===== config.mk =====
export PLATFORM = sky130hd
export DESIGN_NAME = fifo_write_arbiter
export DESIGN_NICKNAME = d
export VERILOG_FILES = /design/src/rtl/fifo_arb_pkg.sv /design/src/rtl/rr_priority_picker.sv /design/src/rtl/fifo_write_arbiter.sv
export SDC_FILE = /design/constraint.sdc
export NUM_CORES = 1
export LEC_CHECK = 0
export CAP_MARGIN = 20
export CORE_MARGIN = 2
export CORE_UTILIZATION = 55
export DETAILED_ROUTE_END_ITERATION = 8
export DONT_BUFFER_PORTS = 1
export PLACE_DENSITY_LB_ADDON = 0.12
export SLEW_MARGIN = 20
export SYNTH_ARGS = -nofsm -noshare
export SYNTH_HDL_FRONTEND = slang
export SYNTH_HIERARCHICAL = 1
export SYNTH_SLANG_ARGS = --single-unit
export TNS_END_PERCENT = 100

===== constraint.sdc =====
create_clock -name clk -period 2.35 [get_ports clk]
set_clock_uncertainty 0.2 [all_clocks]
set_input_delay 0.235 -clock clk [delete_from_list [all_inputs] [get_ports clk]]
set_output_delay 0.235 -clock clk [all_outputs]
set_load 0.01 [all_outputs]

===== src/rtl/fifo_arb_pkg.sv =====
// Shared types and default sizing for the FIFO write-port arbiter.
// Holds the arbiter FSM state encoding and the default parameter values.
package fifo_arb_pkg;

    typedef enum logic {
        IDLE  = 1'b0,
        GRANT = 1'b1
    } arb_state_t;

    localparam int DEF_NUM_REQ    = 4;
    localparam int DEF_DATA_WIDTH = 4;
    localparam int DEF_BURST_LEN  = 4;

endpackage


===== src/rtl/rr_priority_picker.sv =====
// Combinational round-robin picker: first unmasked request at or after start.
// Ports: req/mask (NUM_REQ), start (ID_WIDTH) -> found, index (ID_WIDTH).
module rr_priority_picker #(
    parameter int NUM_REQ  = 4,
    parameter int ID_WIDTH = $clog2(NUM_REQ)
) (
    input  logic [NUM_REQ-1:0]  req,
    input  logic [ID_WIDTH-1:0] start,
    input  logic [NUM_REQ-1:0]  mask,
    output logic                found,
    output logic [ID_WIDTH-1:0] index
);

    logic [NUM_REQ-1:0] eligible;

    assign eligible = req & ~mask;

    // Scan offsets from farthest to nearest so the nearest hit wins.
    always_comb begin
        logic [ID_WIDTH-1:0] idx;
        idx   = '0;
        found = 1'b0;
        index = '0;
        for (int k = NUM_REQ - 1; k >= 0; k--) begin
            idx = ID_WIDTH'((int'(start) + k) % NUM_REQ);
            if (eligible[idx]) begin
                found = 1'b1;
                index = idx;
            end
        end
    end

endmodule


===== src/rtl/fifo_write_arbiter.sv =====
// Round-robin arbiter sharing one fifo_buffer write port among NUM_REQ
// producers, granting bursts of up to BURST_LEN beats and honouring full.
// Ports: clk, reset (async, high); req_valid/req_data/req_ready per
// producer; full from the FIFO; wr_en/wr_data to the FIFO; grant_id, busy.
module fifo_write_arbiter
    import fifo_arb_pkg::*;
#(
    parameter int NUM_REQ    = DEF_NUM_REQ,
    parameter int DATA_WIDTH = DEF_DATA_WIDTH,
    parameter int BURST_LEN  = DEF_BURST_LEN,
    parameter int ID_WIDTH   = $clog2(NUM_REQ)
) (
    input  logic                          clk,
    input  logic                          reset,
    input  logic [NUM_REQ-1:0]            req_valid,
    input  logic [NUM_REQ*DATA_WIDTH-1:0] req_data,
    output logic [NUM_REQ-1:0]            req_ready,
    input  logic                          full,
    output logic                          wr_en,
    output logic [DATA_WIDTH-1:0]         wr_data,
    output logic [ID_WIDTH-1:0]           grant_id,
    output logic                          busy
);

    localparam int CNT_WIDTH = $clog2(BURST_LEN + 1);

    arb_state_t          state;
    arb_state_t          state_nxt;
    logic [ID_WIDTH-1:0] rr_ptr;
    logic [ID_WIDTH-1:0] rr_ptr_nxt;
    logic [ID_WIDTH-1:0] grant_nxt;
    logic [CNT_WIDTH-1:0] beat_cnt;
    logic [CNT_WIDTH-1:0] beat_cnt_nxt;

    logic                g_valid;
    logic                transfer;
    logic                rel_burst;
    logic                rel_drop;
    logic [ID_WIDTH-1:0] ptr_inc;
    logic [NUM_REQ-1:0]  g_onehot;
    logic [NUM_REQ-1:0]  pick_mask;
    logic [ID_WIDTH-1:0] pick_start;
    logic                pick_found;
    logic [ID_WIDTH-1:0] pick_idx;

    assign g_valid   = req_valid[grant_id];
    assign transfer  = (state == GRANT) && g_valid && !full;
    assign rel_burst = transfer &&
                       (beat_cnt == CNT_WIDTH'(BURST_LEN - 1));
    assign rel_drop  = (state == GRANT) && !g_valid;

    // Explicit wrap keeps rr_ptr legal when NUM_REQ is not a power of 2.
    assign ptr_inc = (grant_id == ID_WIDTH'(NUM_REQ - 1)) ?
                     '0 : grant_id + 1'b1;

    assign g_onehot = NUM_REQ'(1) << grant_id;

    // A finished burst only steps aside if someone else is waiting;
    // otherwise the same producer is re-picked for the next burst.
    assign pick_mask = (rel_burst && |(req_valid & ~g_onehot)) ?
                       g_onehot : '0;

    // While granted the picker only matters on release, which uses g+1.
    assign pick_start = (state == GRANT) ? ptr_inc : rr_ptr;

    rr_priority_picker #(
        .NUM_REQ  (NUM_REQ),
        .ID_WIDTH (ID_WIDTH)
    ) u_picker (
        .req   (req_valid),
        .start (pick_start),
        .mask  (pick_mask),
        .found (pick_found),
        .index (pick_idx)
    );

    always_ff @(posedge clk or posedge reset) begin
        if (reset) begin
            state    <= IDLE;
            rr_ptr   <= '0;
            beat_cnt <= '0;
            grant_id <= '0;
        end else begin
            state    <= state_nxt;
            rr_ptr   <= rr_ptr_nxt;
            beat_cnt <= beat_cnt_nxt;
            grant_id <= grant_nxt;
        end
    end

    always_comb begin
        state_nxt    = state;
        rr_ptr_nxt   = rr_ptr;
        beat_cnt_nxt = beat_cnt;
        grant_nxt    = grant_id;
        unique case (state)
            IDLE: begin
                beat_cnt_nxt = '0;
                if (pick_found) begin
                    state_nxt = GRANT;
                    grant_nxt = pick_idx;
                end
            end
            GRANT: begin
                if (rel_burst || rel_drop) begin
                    rr_ptr_nxt = ptr_inc;
                    beat_cnt_nxt = '0;
                    if (pick_found) begin
                        grant_nxt = pick_idx;
                    end else begin
                        state_nxt = IDLE;
                    end
                end else if (transfer) begin
                    beat_cnt_nxt = beat_cnt + 1'b1;
                end
            end
        endcase
    end

    always_comb begin
        req_ready = '0;
        wr_en     = 1'b0;
        wr_data   = '0;
        busy      = 1'b0;
        if (state == GRANT) begin
            busy                = 1'b1;
            req_ready[grant_id] = !full;
            wr_en               = g_valid && !full;
            wr_data = req_data[int'(grant_id)*DATA_WIDTH +: DATA_WIDTH];
        end
    end

endmodule

==> results.json <==
{
  "dr.pass1.iters": 4,
  "yosys-mux-area-fraction": 0.215,
  "startpoint_type": "flop",
  "crit_required_ns": 2.31,
  "min_period_ns": 2.48,
  "p_sw_mw": 0.549,
  "grt_overflow": 0,
  "layout_common_cells": "buf_4, inv_1, and2_1",
  "tritoncts": "yes",
  "ys_types": 29,
  "synth-xor-area-share": 0,
  "hold_viol_final": 0,
  "placed_area_um2": 1030,
  "tightest_slew_ns": 0.329,
  "die_h_um": 43.0,
  "fmax_mhz": 403,
  "ioPinCount": 35,
  "synth_nets": 116,
  "synth-compound-area-share": 0.121,
  "drive_above_1_share": 0.537,
  "antenna_left": 0,
  "dp_hpwl_mm": 1.50,
  "viasPerCell": 5.78,
  "yosysWarnings": 6,
  "floorplan.initialDensity": 0.569,
  "min_period_over_period": 1.06,
  "internal_power_mw": 0.787,
  "fin_ws_ns": -0.133,
  "status": "complete, but fails checks",
  "min_path_type": "input pin to flop",
  "grt_pass1_vias": 690,
  "p_sw_frac": 0.411,
  "synth.avg_cell_area_um2": 9.62,
  "finalNetCount": 138,
  "hold_ws_ns": 0.0236,
  "dieArea_um2": 1850,
  "critical_path_class": "flop to flop",
  "drt-total-wl_mm": 1.90,
  "endpoint_kind": "flop",
  "grt_max_degree": 12,
  "synth-simple-area-share": 0.268,
  "p_per_area_nw_per_um2": 1150,
  "p_seq_frac": 0.192,
  "clockPowerShare": 0.092,
  "utilization": 0.789,
  "report.final.slew_viol_count": 0,
  "critPathMaxFanout": 6,
  "drc_errors": 0,
  "diodes": 0,
  "wl_per_cell_um": 15.3,
  "drtIter0Drc": 18,
  "grt_usage": 0.226,
  "cts_buffer_depth": 2,
  "netlist_instances": 87,
  "final_common_cell": "buf_4",
  "clk_pin_slew_ns": 0.06,
  "leakage_nw": 0.489,
  "portBuffers": 0,
  "rsz0062_at_grt": "yes",
  "synth_area_um2": 837,
  "rows": 14,
  "crit_arrival_ns": 2.44,
  "fin_area_um2": 1160,
  "gp_congestion": 0.800,
  "insertion_delay_ns": 0.27,
  "fp.dieW_um": 43.0,
  "violations": "negative setup slack",
  "h-tree-depth": 1,
  "grt_pass1_wl_mm": 2.99,
  "ys_seq_elements": 8,
  "timing.setup.tns_ns": -0.257,
  "placed_cells": 115,
  "synth_top_family_by_area": "simple AND/OR/NAND/NOR gates",
  "fill_cells": 102,
  "numCtsBuffers": 3,
  "vdd_drop_max_mv": 0.678,
  "vias": 717,
  "seq_area_frac_synth": 0.239,
  "maxCapViolCount": 0,
  "place_ws_ns": -0.245,
  "clockRootBuffer": "clkbuf_4",
  "final_cell_count_no_fill": 124,
  "power_mw": 1.34,
  "coreArea_um2": 1470,
  "synth_fa_ha_area_frac": 0.0897,
  "antenna_found_initial": 0,
  "max_slew_margin": 0.778,
  "area_delta_synth_final_pct": 38.7,
  "p_comb_frac": 0.716,
  "setup_viol": 2,
  "clock_sinks": 8
}
-- critical path: stages, from the launching register on --
cell and delay (ns):
dfrtp_2 0.46, inv_2 0.11, ha_4 0.15, nor2b_2 0.05, o41ai_4 0.31, buf_4 0.20
nor3_2 0.04, nand2b_4 0.16, o2111ai_4 0.11, inv_2 0.08, a31oi_4 0.18, mux2_4 0.32
-- power by group through the flow --
stage,Clock (mW),Sequential (mW),Combinational [mW]
4_1_cts,0.126,0.251,0.926
3_3_place_gp,0,0.247,0.858
2_1_floorplan,0,0.251,0.644
3_5_place_dp,0,0.254,0.870
5_1_grt,0.132,0.267,1.03
6_report,0.122,0.257,0.956
-- per-layer routing --
| layer | routed length, um | part of all wire | track usage | vias to the layer above |
|---|---|---|---|---|
| met3 | 144 | 0.076 | 0.0298 | 4 |
| met1 | 809 | 0.43 | 0.279 | 332 |
| met4 | 62 | 0.033 | 0.145 | 0 |
| li1 | - | - | - | 352 |
| met2 | 884 | 0.47 | 0.367 | 29 |
| met5 | 0 | 0 | 0 | - |
-- kinds of logic after synthesis --
family                   after synthesis
AO/OA/AOI/OAI                         11
buffers and inverters                 13
adder cells (fa/ha/maj)                6
multiplexers                          11
AND/OR/NAND/NOR                       38
flip-flops                             8
-- registers in the layout, indices dropped and copies added, names as in the netlist --
signal / flops
beat_cnt: 3
grant_id: 2
rr_ptr: 2
state: 1
-- cell usage after synthesis --
master	count	area, um^2
nor3_1	6	30.0
a21boi_2	1	11.3
o2111ai_1	1	8.76
nor4_1	2	12.5
inv_1	11	41.3
a31oi_4	1	21.3
nand2b_4	1	13.8
dfrtp_1	8	200
a2bb2oi_1	1	8.76
mux4_2	5	113
nand2b_1	3	18.8
clkbuf_1	1	3.75
nor2b_1	5	31.3
buf_6	1	11.3
o31a_2	1	10.0
nor3b_1	2	15.0
nor2_1	5	18.8
mux2_2	4	45.0
ha_1	6	75.1
o21a_1	2	15.0
mux2_1	2	22.5
and2_1	8	50.1
o41ai_1	1	8.76
nand2_1	3	11.3
and3b_1	1	8.76
nand3_1	1	5.00
a21oi_1	2	10.0
or3b_1	1	8.76
a22oi_1	1	7.51
-- what timing repair did --
item                                   in CTS  in global routing
cloned                                      0                  0
gates resized for setup                     8                  6
endpoints found under the hold margin      11                  0
pin swaps                                   2                  0
setup endpoints to repair                   2                  2
buffers inserted                            3                  0
hold buffers                                2                  0
-- final timing paths --
check | from | cells after the start | end | slack, ns
max | grant_id[1] | 11 | grant_id[0] | -0.13
min | req_valid[3] | 4 | state | 0.02
max reg2reg | grant_id[1] | 11 | grant_id[0] | -0.13
min reg2reg | rr_ptr[1] | 1 | rr_ptr[1] | 0.31
max in group asynchronous | reset | 2 | grant_id[0] | 1.55
min in group asynchronous | reset | 2 | rr_ptr[0] | 0.14
-- cell type report --
type / instances / area, um^2 / area share
Clock buffer: 4 / 26.3 / 0.0226
Timing Repair Buffer: 19 / 148 / 0.127
Sequential cell: 8 / 203 / 0.175
Inverter: 11 / 43.8 / 0.0377
Tap cell: 16 / 20.0 / 0.0172
Multi-Input combinational cell: 66 / 721 / 0.621
No activity file was read; power rests on OpenSTA's default activity.
